### src/rtl/cmp_share_arb_pkg.sv
// Shared constants and FSM encoding for the shared-comparator arbiter.
package cmp_share_arb_pkg;

  localparam int CMP_W    = 10;
  localparam int CMP_NREQ = 4;
  localparam int CNT_W    = 16;

  typedef enum logic [1:0] {
    ST_IDLE = 2'd0,
    ST_CMP  = 2'd1,
    ST_RESP = 2'd2
  } state_t;

endpackage

### src/rtl/cmp_share_arb_compm10.sv
// 10-bit unsigned magnitude comparator, purely combinational.
import cmp_share_arb_pkg::*;

module compm10 (
  input  logic [CMP_W-1:0] a,
  input  logic [CMP_W-1:0] b,
  output logic             gt,
  output logic             lt
);

  assign gt = (a > b);
  assign lt = (a < b);

endmodule

### src/rtl/cmp_share_arb.sv
// Round-robin arbiter sharing one compm10 among four requesters.
// Grant in cycle t, result valid from t+2 and held until RES_READY.
import cmp_share_arb_pkg::*;

module cmp_share_arb #(
  parameter int W    = CMP_W,
  parameter int NREQ = CMP_NREQ
) (
  input  logic              CLK,
  input  logic              RST,
  input  logic [NREQ-1:0]   REQ,
  input  logic [W*NREQ-1:0] A_IN,
  input  logic [W*NREQ-1:0] B_IN,
  output logic [NREQ-1:0]   GNT,
  output logic              BUSY,
  output logic              RES_VALID,
  input  logic              RES_READY,
  output logic [1:0]        RES_ID,
  output logic              RES_GT,
  output logic              RES_LT,
  output logic              RES_EQ,
  output logic [CNT_W-1:0]  CNT
);

  // Returns {found, index}; the search starts at ptr and wraps around.
  function automatic logic [2:0] rr_pick(input logic [NREQ-1:0] req, input logic [1:0] ptr);
    logic [2:0] r;
    logic [1:0] idx;
    r = 3'b000;
    for (int k = NREQ - 1; k >= 0; k--) begin
      idx = ptr + 2'(k);
      if (req[idx]) r = {1'b1, idx};
    end
    return r;
  endfunction

  state_t           state_q;
  state_t           state_nxt;
  logic [1:0]       ptr_q;
  logic [W-1:0]     a_q;
  logic [W-1:0]     b_q;
  logic [1:0]       id_q;
  logic [1:0]       res_id_q;
  logic             gt_q;
  logic             lt_q;
  logic             eq_q;
  logic [CNT_W-1:0] cnt_q;
  logic [CNT_W-1:0] cnt_nxt;
  logic [2:0]       pick;
  logic             win_vld;
  logic [1:0]       win_id;
  logic             grant;
  logic             cmp_gt;
  logic             cmp_lt;

  assign pick    = rr_pick(REQ, ptr_q);
  assign win_vld = pick[2];
  assign win_id  = pick[1:0];
  assign grant   = |GNT;

  compm10 u_cmp (
    .a  (a_q),
    .b  (b_q),
    .gt (cmp_gt),
    .lt (cmp_lt)
  );

  always_ff @(posedge CLK) begin
    if (RST) state_q <= ST_IDLE;
    else     state_q <= state_nxt;
  end

  always_comb begin
    state_nxt = state_q;
    unique case (state_q)
      ST_IDLE: if (win_vld)   state_nxt = ST_CMP;
      ST_CMP:                 state_nxt = ST_RESP;
      ST_RESP: if (RES_READY) state_nxt = ST_IDLE;
      default:                state_nxt = ST_IDLE;
    endcase
  end

  // Grant is masked by RST so a reset cycle never marks a capture.
  always_comb begin
    GNT = '0;
    if (state_q == ST_IDLE && win_vld && !RST) GNT[win_id] = 1'b1;
    BUSY      = (state_q != ST_IDLE);
    RES_VALID = (state_q == ST_RESP);
  end

  assign cnt_nxt = (state_q == ST_RESP && RES_READY && cnt_q != '1) ? cnt_q + 16'd1 : cnt_q;

  always_ff @(posedge CLK) begin
    if (RST) begin
      ptr_q    <= 2'd0;
      a_q      <= '0;
      b_q      <= '0;
      id_q     <= 2'd0;
      res_id_q <= 2'd0;
      gt_q     <= 1'b0;
      lt_q     <= 1'b0;
      eq_q     <= 1'b0;
      cnt_q    <= '0;
    end else begin
      if (grant) begin
        ptr_q <= win_id + 2'd1;
        a_q   <= A_IN[win_id*W +: W];
        b_q   <= B_IN[win_id*W +: W];
        id_q  <= win_id;
      end
      if (state_q == ST_CMP) begin
        res_id_q <= id_q;
        gt_q     <= cmp_gt;
        lt_q     <= cmp_lt;
        eq_q     <= ~cmp_gt & ~cmp_lt;
      end
      cnt_q <= cnt_nxt;
    end
  end

  assign RES_ID = res_id_q;
  assign RES_GT = gt_q;
  assign RES_LT = lt_q;
  assign RES_EQ = eq_q;
  assign CNT    = cnt_q;

endmodule

### config.mk
export PLATFORM = sky130hd
export DESIGN_NAME = cmp_share_arb
export DESIGN_NICKNAME = d
export VERILOG_FILES = /design/src/rtl/cmp_share_arb_pkg.sv /design/src/rtl/cmp_share_arb_compm10.sv /design/src/rtl/cmp_share_arb.sv
export SDC_FILE = /design/constraint.sdc
export NUM_CORES = 1
export LEC_CHECK = 0
export BUFFER_PORTS_ARGS = -buffer_cell sky130_fd_sc_hd__buf_2
export CAP_MARGIN = 0
export CORE_ASPECT_RATIO = 1.2
export CORE_MARGIN = 5
export CORE_UTILIZATION = 50
export CTS_BUF_LIST = sky130_fd_sc_hd__clkbuf_2 sky130_fd_sc_hd__clkbuf_4 sky130_fd_sc_hd__clkbuf_8
export DETAILED_ROUTE_END_ITERATION = 8
export GPL_TIMING_DRIVEN = 0
export HOLD_SLACK_MARGIN = 0.02
export MAX_ROUTING_LAYER = met4
export PLACE_DENSITY_LB_ADDON = 0.3
export SETUP_SLACK_MARGIN = 0.15
export SLEW_MARGIN = 20
export SYNTH_ARGS = -nofsm -noshare
export SYNTH_HDL_FRONTEND = slang
export SYNTH_SLANG_ARGS = --single-unit
### constraint.sdc
create_clock -name CLK -period 2.1 [get_ports CLK]
set_input_delay 0.315 -clock CLK [delete_from_list [all_inputs] [get_ports CLK]]
set_output_delay 0.315 -clock CLK [all_outputs]
set_load 0.05 [all_outputs]
==> results of run 1 <==
[Yosys cell counts (4+ instances only)]
cell,number
dfxtp_1,47
mux2i_1,43
nand2_1,30
nor2_1,29
o221ai_1,20
inv_1,15
xnor2_1,12
ha_1,11
a21oi_1,10
o21ai_0,8
nand2b_1,7
nor3_1,7
buf_2,6
buf_6,5
clkbuf_1,5
nand3_1,5
nor2b_1,5
nand4_1,4
nor4_1,4
[how the worst max path moves through the flow]
stage,startpoint,to,slack (ns),cells past startpoint
CTS,state_q[1]$_SDFFE_PP0P_,GNT[1],0.15,6
floorplan,state_q[1]$_SDFFE_PP0P_,GNT[1],0.04,5
finish,ptr_q[0]$_SDFFE_PP0P_,GNT[3],0.14,8
global route,ptr_q[0]$_SDFFE_PP0P_,GNT[3],0.07,7
global placement,REQ[2],GNT[3],-0.06,8
detailed placement,REQ[2],GNT[1],-0.08,8
[registers in the layout, summed over array words and instances, names as in the netlist]
signal / flops
RES_EQ: 1
CNT: 16
ptr_q: 2
RES_LT: 1
b_q: 10
state_q: 2
RES_GT: 1
id_q: 2
a_q: 10
RES_ID: 2
[metrics by stage]
| step | setup TNS [ns] | hold slack, ns | power (mW) |
|---|---|---|---|
| after floorplan | 0 | 0.433 | 1.74 |
| after CTS | 0 | 0.286 | 2.65 |
| after global routing | 0 | 0.319 | 2.85 |
| final | 0 | 0.312 | 2.69 |
| after global placement | -0.212 | 0.445 | 1.97 |
| after detailed placement | -0.314 | 0.451 | 1.99 |
[critical path, cell delays in order, from the launching register on]
cell and delay [ns]:
dfxtp_2 0.36, nand2b_4 0.13, nor2b_4 0.12, o32a_1 0.17, buf_6 0.11, buf_12 0.11
inv_2 0.05, nor2_2 0.11, buf_6 0.16
[what timing repair did]
action / in CTS / in global routing
pin swaps: 4 / 5
resized for setup: 29 / 7
setup buffers: 12 / 5
endpoints found under the setup margin: 4 / 10
[layout make-up]
class                   instances  area [sq um]  area share (%)
clock inverters                 2          12.5           0.338
multi-input cells             223          1680            45.4
well taps                      62          77.6            2.09
clock buffers                   6          76.3            2.06
inverters                      15          56.3            1.52
plain buffers                  16           130            3.51
repair buffers                129           721            19.5
flip-flops and latches         47           948            25.6
[metal layers]
metal | global-route usage (%) | routed length [um]
met1 | 23.8 | 2780
met2 | 37.0 | 3750
met3 | 3.79 | 448
met4 | 6.45 | 143
met5 | - | 0
[power groups by stage]
stage / clock network [mW] / registers, mW / logic, mW
floorplan: 0 / 1.12 / 0.628
global placement: 0 / 1.08 / 0.883
detailed placement: 0 / 1.09 / 0.903
CTS: 0.570 / 1.07 / 1.01
global route: 0.607 / 1.08 / 1.16
finish: 0.556 / 1.07 / 1.06
[cell families (layout without fill, tap and decap cells)]
family / Yosys count / after routing
AOI/OAI and AO/OA: 49 / 49
xor gates and xnor gates: 15 / 15
adders and majority gates: 11 / 11
buffers and inverters: 31 / 168
DFF: 47 / 47
muxes: 43 / 43
and+or+nand+nor: 105 / 105
==> summary.txt, run 1 <==
Cells and area
  – Filler cell count: 437
  – Final nets: 535
  – # diodes: 0
  – Final instance area: around 0.0037 sq mm
  – Final Core Density: 70.4%
  – Commonest non-fill, non-tap cell in the layout: buf_2
  – Layout cells sized above 1: 39.3%
  – Layout Cells excl Fill: 500
  – Area growth from synthesis to layout: 37.5%
  – Most frequent cells in the layout: buf_2, dfxtp_1, mux2i_1

Pwr
  – Flop pwr share: 39.8%
  – Switching pwr: 923 uW
  – Switching part of the total: 34.4%
  – Leak: 1.71 nW
  – PD cells: 725 mW/mm^2
  – Clock share of power: between 20% and 30%
  – Combinational share of power: 39.5%
  – P_int: 1.76 mW
  – Peak supply drop: 0.428 mV

Critical path
  – RR Startpoint: ptr_q[0]$_SDFFE_PP0P_
  – CP arrival: 1.64 ns
  – Startpoint Class: flip-flop
  – FF-to-FF setup slack: 0.28 ns
  – R2R cell count: 8
  – Crit path kind: flip-flop to output port
  – Crit. End Element: output port
  – Worst Path Required: 1.78 ns
  – R2R Path End: b_q[7]$_SDFFE_PP0P_
  – Max FO, Critical Path: 6

Route
  – Initial DRC count: 141
  – Wire per inst: 14.2 um
  – First-pass iteration count of the detailed router: 4
  – # DRC: 0
  – Vias: 2,651
  – DRT antenna net count: 0
  – Vias per cell: ~5.3
  – Final Routed Wirelength: 7120 um

Yosys
  – Post-synth top flop: dfxtp_1
  – Largest family of logic cells by synthesized area: simple AND/OR/NAND/NOR gates
  – EDFF count, synth: 0
  – Simple-gate share of the synthesized area: 19.9%
  – Post-synthesis sequential area ratio: 34.9%
  – Mapped Cells: 301
  – Post-Syn Nets: ~400
  – Seq cells post-synth: 47
  – Compound-gate portion of the synthesized area: 13.2%
  – Post-synth top area share: 34.9%
  – Yosys cell types: 39
  – Synth Area in XOR/XNOR: between 4 and 5%
  – Post-Synthesis Cell Area: 0.00270 sq mm
  – Adder-Cell Fraction of Synth Area: 5.11%
  – Yosys warnings: 0
  – Syn_area_per_cell: 8.95 sq um
  – Mux share of post-synthesis cell area: 16.0%
  – Top area cells in the synthesized netlist: dfxtp_1, mux2i_1, o221ai_1, ha_1, nand2_1
  – Synth area leader: dfxtp_1
  – Async S/R FF share, synth: 0%

Timing
  – Slew headroom: 65.3%
  – Pins Over Slew Limit: 0
  – Slew of the pin with the lowest slew margin: 0.516 ns
  – Final hold vios: 0
  – Fin crit share: 93.2%
  – Final setup skew: 0.00956 ns
  – Final worst path period need: 1.96 ns
  – Max frequency: 511 MHz
  – # setup viols final: 0
  – Final setup margin: 0.143 ns
  – RSZ-0062 raised after global routing: true

Global routing
  – Vias in the first global route: 2,739
  – Overflow after GRT: 0
  – All-Layer GR Usage: 21.0%
  – First-pass GRT wire length: roughly 12,000 um
  – Antenna violations before repair: 0
  – Pin count of the biggest net entering global routing: 15

Clock tree
  – Cts hold-fix bufs: 0
  – Clock Sinks: 47
  – TritonCTS Buffers: 5
  – Root Driver: clkbuf_8
  – CTS Buffer Depth: 2
  – Worst-Skew Late Latency: 0.30 ns
  – CTS clk-pin slew, worst paths: around 0.090 ns
  – CTS tree: yes
  – CTS H-tree depth: 2

Floorplanning
  – Core area: between 0.005 and 0.006 sq mm
  – Initial Util: roughly half
  – Die ar.: 0.00696 sq mm
  – Top-level I/O count: between 100 and 150
  – Row count: 29
  – Die width: 77.0 um
  – DIE HEIGHT: 90.4 um

Hold path
  – Hold WC Path Type: primary input to flip-flop
  – Hold path endpoint: state_q[1]$_SDFFE_PP0P_
  – Hold path cells: 3
  – Hold path start: RES_READY

Place
  – Setup slack at placement: -0.0848 ns
  – Placed inst area: 0.00335 sq mm
  – Gp weighted congestion: 0.878
  – Post-DP HPWL: 5500 um
  – Placed Instances: approximately 480
  – Port bufs: approximately 110

Run
  – MaxCap Viol Count: 0

Outcome
  – Outcome: complete, no violations
Power figures use the tool's default switching activity.
==> inputs of run 2 (changes only) <==
- ABC_AREA: default -> 1
- CORE_UTILIZATION: 50 -> 52
- SYNTH_HIERARCHICAL: default -> 1
==> summary.txt, run 2 <==
Route
  – Vias: 3,750 (+41%)
  – DRT antenna net count: 0 (unchanged)
  – # DRC: 0 (unchanged)
  – Wire per inst: 13.1 um (-7.8%)
  – First-pass iteration count of the detailed router: 7 (+3)
  – Initial DRC count: 217 (+54%)
  – Final Routed Wirelength: 9520 um (+34%)
  – Vias per cell: 5.17 (-2.4%)

Yosys
  – Most common cell in the netlist: nand2_1
  – Top area cells in the synthesized netlist: dfxtp_1, nand2_1, nand3_1, inv_1, ha_1
  – Post-synth top area share: 30.0% (-4.9 points)
  – Synth area leader: dfxtp_1
  – Async S/R FF share, synth: 0% (unchanged)
  – Syn_area_per_cell: 6.21 sq um (-31%)
  – Seq cells post-synth: 47 (unchanged)
  – Yosys cell types: 35 (-10%)
  – Post-Syn Nets: 602 (+51%)
  – Post-Synthesis Cell Area: 0.00313 sq mm (+16%)
  – Post-synth top flop: dfxtp_1
  – Mapped Cells: 504 (+67%)
  – Yosys warnings: 6 (+6)
  – Leading cell types by count after synthesis: nand2_1, nand3_1, inv_1, dfxtp_1, nor2_1
  – EDFF count, synth: 0 (unchanged)
  – Post-synthesis sequential area ratio: 30.0% (-4.9 points)

Floorplanning
  – Top-level I/O count: 114 (unchanged)
  – Core area: 0.00593 sq mm (+13%)
  – Row count: 31 (+6.9%)
  – DIE HEIGHT: 95.0 um (+5.1%)
  – Die width: 80.8 um (+5.0%)
  – Die ar.: 0.00768 sq mm (+10%)
  – Initial Util: 52.8% (+1.5 points)

Global routing
  – All-Layer GR Usage: 25.6% (+4.6 points)
  – First-pass GRT wire length: 15,400 um (+28%)
  – Pin count of the biggest net entering global routing: 16 (+1)
  – Antenna violations before repair: 0 (unchanged)
  – Overflow after GRT: 0 (unchanged)
  – Vias in the first global route: 3,635 (+33%)

Clock tree
  – Cts hold-fix bufs: 0 (unchanged)
  – Clock Sinks: 47 (unchanged)
  – TritonCTS Buffers: 5 (unchanged)
  – Root Driver: clkbuf_8
  – CTS clk-pin slew, worst paths: 0.10 ns (about the same)
  – Worst-Skew Late Latency: 0.31 ns (about the same)
  – CTS H-tree depth: 2 (unchanged)
  – CTS tree: yes
  – CTS Buffer Depth: 2 (unchanged)

Critical path
  – Startpoint Class: flip-flop
  – R2R cell count: 12 (+4)
  – Slowest cell on the critical path: dfxtp_2
  – CP most frequent cell: buf_6
  – FF-to-FF setup slack: 0.18 ns (-0.10 ns)
  – RR Startpoint: ptr_q[0]$_SDFFE_PP0P_
  – Crit. End Element: output port
  – CP arrival: 1.96 ns (+0.32 ns)
  – CP max stage delay: 0.34 ns (-0.02 ns)
  – Crit path kind: flip-flop to output port
  – Worst Path Required: 1.78 ns (about the same)
  – Worst Setup SP: ptr_q[0]$_SDFFE_PP0P_
  – R2R Path End: b_q[7]$_SDFFE_PP0P_
  – Max FO, Critical Path: 5 (-1)
  – CP bufs+invs: 4 (unchanged)
  – Delay-heaviest family, CP: simple AND/OR/NAND/NOR gates
  – Worst path cell trace: buf_4 > o21ai_4 > nor2_2 > nand3_1 > nand2_2 > nor2_4 > buf_6 > inv_4 > nor3_4 > buf_6

Outcome
  – Outcome: finished with violations
  – Failing checks: negative setup slack

Timing
  – Slew headroom: 66.8% (+1.5 points)
  – RSZ-0062 raised after global routing: true
  – Fin crit share: 108% (+15 points)
  – Final hold vios: 0 (unchanged)
  – # setup viols final: 4 (+4)
  – Final setup margin: -0.171 ns (-0.314 ns)
  – Max frequency: 440 MHz (-14%)
  – Final setup skew: 0.0132 ns (+0.00368 ns)
  – Final worst path period need: 2.27 ns (+0.314 ns)
  – Pins Over Slew Limit: 0 (unchanged)
  – Setup TNS: -0.553 ns (-0.553 ns)
  – Slew of the pin with the lowest slew margin: 0.498 ns (-0.0179 ns)

Cells and area
  – Final Core Density: 73.2% (+2.8 points)
  – Max FFs per register: 16 (unchanged)
  – Area growth from synthesis to layout: 38.7%
  – Layout cells sized above 1: 32.3% (-6.9 points)
  – Most frequent cells in the layout: nand2_1, buf_2, nand3_1
  – # diodes: 0 (unchanged)
  – Filler cell count: 501 (+15%)
  – Commonest non-fill, non-tap cell in the layout: nand2_1
  – Final nets: 740 (+38%)

Hold path
  – Hold path endpoint: a_q[4]$_SDFFE_PP0P_
  – Hold path cells: 3 (unchanged)
  – Hold path start: A_IN[24]
  – Hold WC Path Type: primary input to flip-flop

Pwr
  – Peak supply drop: 1.30 mV (+200%)
  – PD cells: 1390 mW/mm^2 (+92%)
  – Leak: 2.32 nW (+36%)
  – Total power: 6.03 mW (+120%)

Place
  – Gp weighted congestion: 0.857 (-2.3%)
  – Post-DP HPWL: 6740 um (+23%)
  – Setup slack at placement: -0.126 ns (-0.0409 ns)
  – Port bufs: 113 (+0.89%)

Run
  – MaxCap Viol Count: 0 (unchanged)
run 2: changes by cell type after synthesis, sizes merged, moves of 5 or more:
cell | before | now
buf | 11 | 19
o21ai | 8 | 17
a21oi | 10 | 20
nand2b | 7 | 0
mux2i | 43 | 0
nand2 | 30 | 161
inv | 15 | 75
xnor2 | 12 | 1
o221ai | 20 | 0
nand3 | 5 | 90
nor2b | 5 | 0
run 2: how the worst max path moves through the flow:
stage | to | slack (ns) | cells past startpoint
2_1_floorplan | GNT[0] | 0.05 | 10
3_3_place_gp | GNT[3] | -0.08 | 13
3_5_place_dp | GNT[3] | -0.13 | 13
4_1_cts | GNT[0] | -0.06 | 10
5_1_grt | GNT[0] | -0.25 | 10
6_report | GNT[0] | -0.17 | 10
run 2: kinds of logic (layout without fill, tap and decap cells):
family	after synthesis	count (layout)	synth area share, %
AO/OA/AOI/OAI	51	51	9.47
XOR/XNOR	1	1	0.280
adder cells (fa/ha/maj)	11	11	4.39
buffers and inverters	96	235	13.5
flip-flops	47	47	30.0
AND/OR/NAND/NOR	298	298	42.3
run 2: routing by layer:
metal	global-route usage [%]	up-vias	share of wire, %
met5	-	-	0
li1	-	1888	-
met2	44.5	170	50
met4	10.8	0	3.0
met1	29.4	1664	40
met3	3.21	28	7.0
run 2: power breakdown:
group          total, mW  internal [mW]  switching, mW
Sequential          1.23           1.11          0.126
Clock              0.588          0.269          0.319
Combinational       4.21           1.72           2.49
run 2: area by class of cell:
type | count | area [sq um] | area share, %
multi-input combinational | 361 | 1960 | 45.1
sequential | 47 | 946 | 21.8
timing repair buffer | 131 | 767 | 17.7
inverter | 75 | 297 | 6.83
buffer | 21 | 175 | 4.03
tap | 82 | 103 | 2.36
clock buffer | 6 | 82.6 | 1.90
clock inverter | 2 | 16.3 | 0.375
run 2: worst register-to-register path, stage by stage, from the launching register on:
cell	delay (ns)
dfxtp_2	0.34
buf_4	0.16
o21ai_4	0.22
nand2_2	0.10
nand2_2	0.09
nand2_2	0.06
nand3_4	0.08
nand2_4	0.07
buf_4	0.14
buf_6	0.13
clkbuf_16	0.15
o211ai_1	0.17
nand3_1	0.11
run 2: timing repair:
item / 4_1_cts / 5_1_grt
gates resized for setup: 45 / 24
endpoints found under the hold margin: 0 / 0
setup buffers: 13 / 3
pin swaps: 11 / 14
endpoints found under the setup margin: 4 / 20
cloned: 1 / 1
run 2: stage by stage:
stage	area (sq um)	hold WS, ns	std cells
global placement	3820	0.424	699
CTS	4180	0.223	721
detailed placement	3820	0.430	699
finish	4340	0.220	725
floorplan	3150	0.414	504
global route	4340	0.237	725
==> inputs of run 3 (changes only) <==
- CORE_ASPECT_RATIO: 1.2 -> 0.9
- CORE_UTILIZATION: 52 -> 40
==> summary.txt, run 3 (same netlist as run 2, synthesis figures left out) <==
Timing
  – Setup TNS: -0.408 ns (+0.146 ns)
  – Final worst path period need: 2.22 ns (-0.0467 ns)
  – Final setup skew: 0.0208 ns (+0.00757 ns)
  – RSZ-0062 raised after global routing: true
  – Final setup margin: -0.124 ns (+0.0467 ns)
  – Max frequency: 450 MHz (+2.1%)
  – WHS: 0.222 ns (+0.00121 ns)
  – # setup viols final: 4 (unchanged)
  – Fin crit share: 106% (-2.2 points)
  – Slew headroom: 66.4% (-0.38 points)
  – Pins Over Slew Limit: 0 (unchanged)
  – Slew of the pin with the lowest slew margin: 0.504 ns (+0.00572 ns)
  – Final hold vios: 0 (unchanged)

Route
  – Vias: 3,637 (-3.0%)
  – # DRC: 0 (unchanged)
  – Final Routed Wirelength: 9560 um (+0.49%)
  – Initial DRC count: 143 (-34%)
  – DRT antenna net count: 0 (unchanged)
  – Vias per cell: 4.92 (-4.9%)
  – First-pass iteration count of the detailed router: 4 (-3)
  – Wire per inst: 12.9 um (-1.4%)

Global routing
  – Vias in the first global route: 3,514 (-3.3%)
  – First-pass GRT wire length: 15,600 um (+0.99%)
  – Antenna violations before repair: 0 (unchanged)
  – Overflow after GRT: 0 (unchanged)
  – All-Layer GR Usage: 20.4% (-5.1 points)
  – Pin count of the biggest net entering global routing: 17 (+1)

Clock tree
  – Root Driver: clkbuf_8
  – Worst-Skew Late Latency: 0.31 ns (about the same)
  – TritonCTS Buffers: 5 (unchanged)
  – Clock Sinks: 47 (unchanged)
  – CTS H-tree depth: 2 (unchanged)
  – CTS clk-pin slew, worst paths: 0.11 ns (about the same)
  – CTS tree: yes
  – Cts hold-fix bufs: 0 (unchanged)
  – CTS Buffer Depth: 2 (unchanged)

Critical path
  – Crit path capture: GNT[0]
  – R2R cell count: 15 (+3)
  – Max FO, Critical Path: 5 (unchanged)
  – CP arrival: 1.91 ns (-0.05 ns)
  – Crit path kind: flip-flop to output port
  – Crit. End Element: output port
  – R2R Path End: a_q[2]$_SDFFE_PP0P_
  – FF-to-FF setup slack: 0.14 ns (-0.04 ns)
  – Worst Setup SP: ptr_q[0]$_SDFFE_PP0P_
  – Startpoint Class: flip-flop
  – Worst Path Required: 1.78 ns (about the same)
  – RR Startpoint: ptr_q[0]$_SDFFE_PP0P_

Cells and area
  – Commonest non-fill, non-tap cell in the layout: nand2_1
  – Layout cells sized above 1: 33.1% (+0.78 points)
  – Area growth from synthesis to layout: 39.2%
  – Layout Cells excl Fill: 739 (+1.9%)
  – Final nets: 740 (unchanged)
  – # diodes: 0 (unchanged)
  – Final Core Density: 57.5% (-16 points)
  – Most frequent cells in the layout: nand2_1, buf_2, nand3_1
  – Max FFs per register: 16 (unchanged)

Floorplanning
  – Die ar.: 0.00970 sq mm (+26%)
  – Row count: 30 (-3.2%)
  – Die width: 103 um (+28%)
  – Core area: 0.00758 sq mm (+28%)
  – Initial Util: 41.3% (-11 points)
  – DIE HEIGHT: 93.9 um (-1.1%)
  – Top-level I/O count: 114 (unchanged)

Hold path
  – Hold WC Path Type: primary input to flip-flop
  – Hold path start: A_IN[26]
  – Hold path cells: 3 (unchanged)

Place
  – Post-DP HPWL: 7080 um (+5.0%)
  – Gp weighted congestion: 0.909 (+6.1%)
  – Placed Instances: 713 (+2.0%)
  – Port bufs: 113 (unchanged)

Pwr
  – PD cells: 1370 mW/mm^2 (-1.5%)
  – Total power: 5.97 mW (-1.1%)
  – Leak: 2.33 nW (+0.30%)
  – Peak supply drop: 0.634 mV (-51%)

Outcome
  – Failing checks: negative setup slack
  – Outcome: finished with violations

Run
  – MaxCap Viol Count: 0 (unchanged)
## run 3: cell types whose count changed in the layout (fill, tap and decap cells not counted), sizes merged
cell	before	now
inv	75	76
bufinv	0	1
buf	147	148
clkinv	1	0
clkbuf	11	9
## run 3: critical path, stage by stage, from the launching register on
cell and delay (ns):
dfxtp_2 0.36, buf_6 0.14, nand2_1 0.09, o21ai_4 0.10
nand2_2 0.11, nand2_2 0.08, nand2_2 0.06, nand3_4 0.09
nand2_4 0.09, buf_8 0.13, nor3_4 0.18, buf_6 0.18
## run 3: routing by layer
metal  GRT usage (%)  wire [um]  up-vias
li1                -          -     1888
met1            24.3       3980     1620
met2            35.4       4820      110
met3            3.41        593       19
met4            5.72        170        0
met5               -          0        -
## run 3: metrics by stage
stage | worst slack, ns | area [sq um]
2_1_floorplan | 0.0462 | 3150
3_3_place_gp | -0.0831 | 3840
3_5_place_dp | -0.121 | 3840
4_1_cts | -0.107 | 4230
5_1_grt | -0.237 | 4360
6_report | -0.124 | 4360
## run 3: power by group
part	switching, mW	leakage [nW]	internal [mW]	total, mW
Sequential	0.123	0.386	1.10	1.23
Combinational	2.43	1.89	1.61	4.04
Clock	0.336	0.0548	0.359	0.695
## run 3: timing repair
action                                  4_1_cts  5_1_grt
endpoints found under the setup margin        4       21
setup buffers                                12        5
pin swaps                                    15       11
gates resized for setup                      47       26
gates cloned                                  1        0
## run 3: how the worst min path moves through the flow
stage / end / slack, ns
2_1_floorplan: id_q[1]$_SDFFE_PP0P_ / 0.41
3_3_place_gp: id_q[1]$_SDFFE_PP0P_ / 0.43
3_5_place_dp: b_q[2]$_SDFFE_PP0P_ / 0.44
4_1_cts: a_q[6]$_SDFFE_PP0P_ / 0.22
5_1_grt: a_q[6]$_SDFFE_PP0P_ / 0.23
6_report: a_q[6]$_SDFFE_PP0P_ / 0.22
## run 3: area by class of cell
class / count / area [sq um]
multi-input cells: 361 / 1950
clock buffers: 5 / 68.8
plain buffers: 21 / 178
clock inverters: 3 / 46.3
flip-flops and latches: 47 / 946
inverters: 75 / 297
fillers: 752 / 3220
well taps: 96 / 120
repair buffers: 131 / 753
